--- src/rtl/grad_playback_scheduler.sv ---
// grad_playback_scheduler: BRAM-to-SPI gradient sample sequencer with LDAC timing; define GRAD_SCHED_LOOP_EN to enable looped playback
module grad_playback_scheduler #(
  parameter int BRAM_ADDR_WIDTH = 10,
  parameter int DIV_WIDTH       = 16,
  parameter int LDAC_CYCLES     = 3
)(
  input  logic                       aclk,
  input  logic                       aresetn,
  input  logic                       cfg_start,
  input  logic                       cfg_stop,
  input  logic                       cfg_loop,
  input  logic [BRAM_ADDR_WIDTH-1:0] cfg_base,
  input  logic [BRAM_ADDR_WIDTH-1:0] cfg_length,
  input  logic [DIV_WIDTH-1:0]       cfg_divider,
  output logic [BRAM_ADDR_WIDTH-1:0] bram_addr,
  input  logic [23:0]                bram_rddata_x,
  input  logic [23:0]                bram_rddata_y,
  input  logic [23:0]                bram_rddata_z,
  output logic [23:0]                m_data_x,
  output logic [23:0]                m_data_y,
  output logic [23:0]                m_data_z,
  output logic                       m_valid,
  input  logic                       m_ready,
  input  logic                       ser_done,
  output logic                       ldacn,
  output logic                       sts_busy,
  output logic [BRAM_ADDR_WIDTH-1:0] sts_sample,
  output logic                       sts_underrun
);
  localparam int AW = BRAM_ADDR_WIDTH;
  localparam int LW = (LDAC_CYCLES > 1) ? $clog2(LDAC_CYCLES) : 1;
  typedef enum logic [2:0] {IDLE, FETCH, LOAD, SEND, WAIT_DONE, WAIT_TICK, LDAC} state_t;
  state_t state_q, state_d;
  logic [AW-1:0] addr_q, addr_d, idx_q, idx_d, base_q, base_d, len_q, len_d, sample_q, sample_d;
  logic [DIV_WIDTH-1:0] div_q, div_d, cnt_q, cnt_d;
  logic [LW-1:0] lc_q, lc_d;
  logic [23:0] x_q, x_d, y_q, y_d, z_q, z_d;
  logic valid_q, valid_d, ldacn_q, ldacn_d, under_q, under_d, stop_q, stop_d, loop_q, loop_d;
  logic busy, tick, loop_en;
  assign busy = state_q != IDLE;
  assign tick = busy && cnt_q == div_q;
`ifdef GRAD_SCHED_LOOP_EN
  assign loop_en = loop_q;
`else
  assign loop_en = loop_q & 1'b0;
`endif
  assign bram_addr    = addr_q;
  assign m_data_x     = x_q;
  assign m_data_y     = y_q;
  assign m_data_z     = z_q;
  assign m_valid      = valid_q;
  assign ldacn        = ldacn_q;
  assign sts_busy     = busy;
  assign sts_sample   = sample_q;
  assign sts_underrun = under_q;
  // next-state: playback sequencing, tick counter, stop/underrun tracking
  always_comb begin
    state_d  = state_q;
    addr_d   = addr_q;
    idx_d    = idx_q;
    base_d   = base_q;
    len_d    = len_q;
    div_d    = div_q;
    loop_d   = loop_q;
    sample_d = sample_q;
    lc_d     = lc_q;
    x_d      = x_q;
    y_d      = y_q;
    z_d      = z_q;
    valid_d  = valid_q;
    ldacn_d  = ldacn_q;
    cnt_d    = busy ? (tick ? '0 : cnt_q + DIV_WIDTH'(1)) : '0;
    under_d  = under_q | (tick && state_q != WAIT_TICK);
    stop_d   = busy & (stop_q | cfg_stop);
    case (state_q)
      IDLE: if (cfg_start && !cfg_stop) begin
        state_d = FETCH;
        addr_d  = cfg_base;
        idx_d   = '0;
        base_d  = cfg_base;
        len_d   = cfg_length;
        div_d   = cfg_divider;
        loop_d  = cfg_loop;
        under_d = 1'b0;
      end
      FETCH: state_d = LOAD;
      LOAD: begin
        x_d     = bram_rddata_x;
        y_d     = bram_rddata_y;
        z_d     = bram_rddata_z;
        valid_d = 1'b1;
        state_d = SEND;
      end
      SEND: if (m_ready) begin
        valid_d = 1'b0;
        state_d = WAIT_DONE;
      end
      WAIT_DONE: state_d = ser_done ? WAIT_TICK : WAIT_DONE;
      WAIT_TICK: if (tick) begin
        ldacn_d = 1'b0;
        lc_d    = '0;
        state_d = LDAC;
      end
      LDAC: if (lc_q == LW'(LDAC_CYCLES - 1)) begin
        ldacn_d  = 1'b1;
        sample_d = idx_q;
        if (stop_q || cfg_stop) state_d = IDLE;
        else if (idx_q == len_q) begin
          state_d = loop_en ? FETCH : IDLE;
          addr_d  = loop_en ? base_q : addr_q;
          idx_d   = loop_en ? '0 : idx_q;
        end else begin
          state_d = FETCH;
          addr_d  = addr_q + AW'(1);
          idx_d   = idx_q + AW'(1);
        end
      end else lc_d = lc_q + LW'(1);
      default: state_d = IDLE;
    endcase
  end
  // state registers with synchronous active-low reset
  always_ff @(posedge aclk) begin
    if (!aresetn) begin
      state_q  <= IDLE;
      addr_q   <= '0;
      idx_q    <= '0;
      base_q   <= '0;
      len_q    <= '0;
      div_q    <= '0;
      loop_q   <= 1'b0;
      sample_q <= '0;
      lc_q     <= '0;
      x_q      <= '0;
      y_q      <= '0;
      z_q      <= '0;
      valid_q  <= 1'b0;
      ldacn_q  <= 1'b1;
      cnt_q    <= '0;
      under_q  <= 1'b0;
      stop_q   <= 1'b0;
    end else begin
      state_q  <= state_d;
      addr_q   <= addr_d;
      idx_q    <= idx_d;
      base_q   <= base_d;
      len_q    <= len_d;
      div_q    <= div_d;
      loop_q   <= loop_d;
      sample_q <= sample_d;
      lc_q     <= lc_d;
      x_q      <= x_d;
      y_q      <= y_d;
      z_q      <= z_d;
      valid_q  <= valid_d;
      ldacn_q  <= ldacn_d;
      cnt_q    <= cnt_d;
      under_q  <= under_d;
      stop_q   <= stop_d;
    end
  end
endmodule

--- config.mk ---
export PLATFORM = sky130hd
export DESIGN_NAME = grad_playback_scheduler
export DESIGN_NICKNAME = d
export VERILOG_FILES = /design/src/rtl/grad_playback_scheduler.sv
export SDC_FILE = /design/constraint.sdc
export NUM_CORES = 1
export LEC_CHECK = 0
export ABC_CLOCK_PERIOD_IN_PS = 2000
export BUFFER_PORTS_ARGS = -buffer_cell sky130_fd_sc_hd__buf_2
export CAP_MARGIN = 20
export CORE_UTILIZATION = 40
export CTS_BUF_LIST = sky130_fd_sc_hd__clkbuf_8
export DETAILED_ROUTE_END_ITERATION = 10
export GPL_ROUTABILITY_DRIVEN = 0
export PLACE_DENSITY = 0.63
export SLEW_MARGIN = 20
export SYNTH_ARGS = -nofsm -noshare
export SYNTH_HDL_FRONTEND = slang
export SYNTH_SLANG_ARGS = --single-unit
export TNS_END_PERCENT = 100
--- constraint.sdc ---
create_clock -name aclk -period 2 [get_ports aclk]
set_input_delay 0.4 -clock aclk [delete_from_list [all_inputs] [get_ports aclk]]
set_output_delay 0.4 -clock aclk [all_outputs]
set_load 0.02 [all_outputs]
==> key figures <==
Final layout
  – Share of cells above drive strength 1: 0.300
  – Fillers: 1563
  – Final-stage net count: 1130
  – Synthesis-to-finish area growth: 28.5%

Timing
  – Fmax: 525 MHz
  – Final setup viols: 0
  – Worst Skew: 12.2 ps
  – RSZ-0062 raised after global routing: false
  – Worst-Margin Slew: 515 ps
  – Setup WS post-layout: 96.8 ps
  – Max-slew headroom: 0.657
  – Fin crit share: 0.952
  – TNS Setup: 0 ps
  – Final Hold Vio Count: 0
  – Tmin final: 1900 ps
  – Max Slew Vio Count: 0

Critical path
  – Reg-to-reg setup timing slack: 160 ps
  – Critical Path AT: 1500 ps
  – Critical Path Sink Type: output port
  – R2R cell count: 6
  – Crit-path max FO: 9
  – Worst EP required: 1600 ps
  – Reg2Reg Capture Point: idx_q[8]
  – Type of origin of the critical path: register
  – Reg-to-Reg Start: idx_q[1]
  – CP Class: register to output port

Synth
  – Syn Std Cell Area: 6440 um2
  – Asr flop ratio synth: 0
  – Yosys reg bits: 153
  – Register area share after synthesis: 0.475
  – Netlist cell types: 60
  – Ranking of synthesized cells by area: dfxtp_1 48%, nand2_1 14%, a21oi_1 9.4%, xor2_1 3.3%, nor2_1 2.2%
  – Synth top area share: 0.475
  – Yosys warning count: 0
  – Synthesized net count: 914
  – Syn Area/Cell: 8.10 um2
  – Post-synth EDFFs: 0
  – Post-Synthesis Cells: 795
  – Top cells by instance count after synthesis: 248 x nand2_1, 153 x dfxtp_1, 121 x a21oi_1
  – Most common cell in the netlist: nand2_1
  – Ys flop type: dfxtp_1
  – Area leader, netlist: dfxtp_1

Detailed routing
  – DRT iter0 DRCs: 291
  – Final wirelength: 16.7 mm
  – Post-DR vias/cell: 4.87
  – TritonRoute pass-1 iters: 5
  – DR WL/cell: 13.4 um
  – Via count: 6051
  – Detailed-route DRC error count: 0
  – DRT antenna net count: 0

CTS
  – Worst skew pair latency: 460 ps
  – TritonCTS clock tree: yes
  – Root buffer cell: clkbuf_8
  – Cts bufs inserted: 17
  – Clock Path Buffers: 2
  – Htree depth: 4
  – Reg clk slew, reported paths: 90 ps
  – CTS Sinks: 153

Min path
  – Origin of the worst min-delay path: bram_rddata_y[7]
  – Worst hold-check path type: input port to register
  – Hold Path End: m_data_y[7]
  – WHS Path Cells: 3

Die
  – Chip height: 129 um
  – # IOs: 211
  – Starting Density: 0.407
  – Die X: 129 um
  – CORE AREA: 15800 um2
  – # rows: 46
  – Die area: 16600 um2

Run
  – Maxcap violations: 0

Global route
  – Largest net degree at the start of global routing: 103
  – GRT overflow: 0
  – Vias in the first global route: 5528
  – Antenna violations before repair: 4
  – First-pass GRT wire length: 26.7 mm
  – Total GRT Usage: 0.205

Place
  – # port buffers: 209
  – Pre-CTS WS: 133 ps
  – Dpl hpwl: 11.7 mm

Power
  – Lkg Pwr: 0.00351 uW
  – Peak VDD IR: 0.000605 V
  – Pwr Density: 1130 nW/um2

Outcome
  – Status: finished clean
-- worst max path at each step --
stage | start | to | slack, ps | cells after the start
floorplan | idx_q[0] | idx_q[8] | 290 | 6
global placement | cfg_stop | idx_q[6] | 110 | 6
detailed placement | cfg_start | sts_sample[9] | 130 | 8
CTS | state_q[0] | sts_busy | 3 | 4
global route | idx_q[1] | idx_q[8] | 3 | 6
finish | state_q[1] | sts_busy | 100 | 4
-- what timing repair did --
item / CTS / global route
endpoints found under the setup margin: 1 / 1
setup buffers: 1 / 0
endpoints found under the hold margin: 0 / 0
pin swaps: 1 / 0
hold buffers: 0 / 0
gates resized for setup: 1 / 2
-- per-stage QoR --
step	utilization	area [um2]	instances	hold slack (ps)	total power [uW]
floorplan	-	6440	795	435	6010
global placement	0.499	7890	1207	439	7160
detailed placement	0.499	7890	1207	443	7190
CTS	0.523	8270	1240	135	9490
global route	0.523	8280	1241	140	9960
finish	0.523	8280	1242	165	9380
-- cells in the final DEF (no fill, tap or decap), drive strengths merged, types with 3 or more instances in the layout --
master	count
nor2	38
nand2b	4
clkbuf	18
o31a	3
inv	11
a221oi	3
clkinvlp	5
and3	4
o31ai	8
xor2	24
a21oi	123
o21ai	13
xnor2	16
nor4	10
o22ai	10
clkinv	3
nand3	19
dfxtp	153
and2	4
nand2	249
nand4	5
ha	4
nor3	10
buf	250
o21a	3
o41ai	4
mux2i	3
o311ai	5
-- state kept, by name, indices dropped and copies added, names as in the netlist, 2 cells and up --
signal	cells
m_data_x	24
m_data_y	24
m_data_z	24
cnt_q	16
div_q	16
bram_addr	10
idx_q	10
len_q	10
sts_sample	10
state_q	3
lc_q	2
-- per-layer routing --
layer  vias up  part of all wire  global-route usage
met5         -            0.0013                   0
met4         4             0.011              0.0657
met3        18             0.073              0.0744
met2       163              0.46               0.325
met1      2744              0.46               0.258
li1       3122                 -                   -
-- worst max-delay path, cell delays in order, from the launching register on --
cell and delay (ps):
dfxtp_2 370, nor3_4 200, buf_4 180, inv_2 110, buf_2 180
-- kinds of logic (layout without fill, tap and decap cells) --
family	Yosys count	count (layout)	share of synthesized area
AO/OA/AOI/OAI	178	178	0.168
XOR/XNOR	40	40	0.0555
adder cells (fa/ha/maj)	4	4	0.00777
buffers and inverters	59	288	0.0427
flip-flops	153	153	0.475
multiplexers	3	3	0.00466
other	0	2	0
AND/OR/NAND/NOR	358	358	0.246
-- layout make-up --
type / instances / area [um2] / area share
inverters: 6 / 23.8 / 0.00287
clock inverters: 14 / 124 / 0.0150
well taps: 216 / 270 / 0.0326
clock buffers: 18 / 248 / 0.0299
multi-input cells: 583 / 3110 / 0.376
diodes: 2 / 5.00 / 0.000604
repair buffers: 250 / 1430 / 0.173
flip-flops and latches: 153 / 3070 / 0.370
-- power breakdown --
| part | leakage (uW) | switching, uW | internal, uW |
|---|---|---|---|
| sequential | 0.00124 | 311 | 3500 |
| combinational | 0.00208 | 2090 | 1230 |
| clock | 0.000181 | 1230 | 1020 |
No activity file was read; power rests on OpenSTA's default activity.
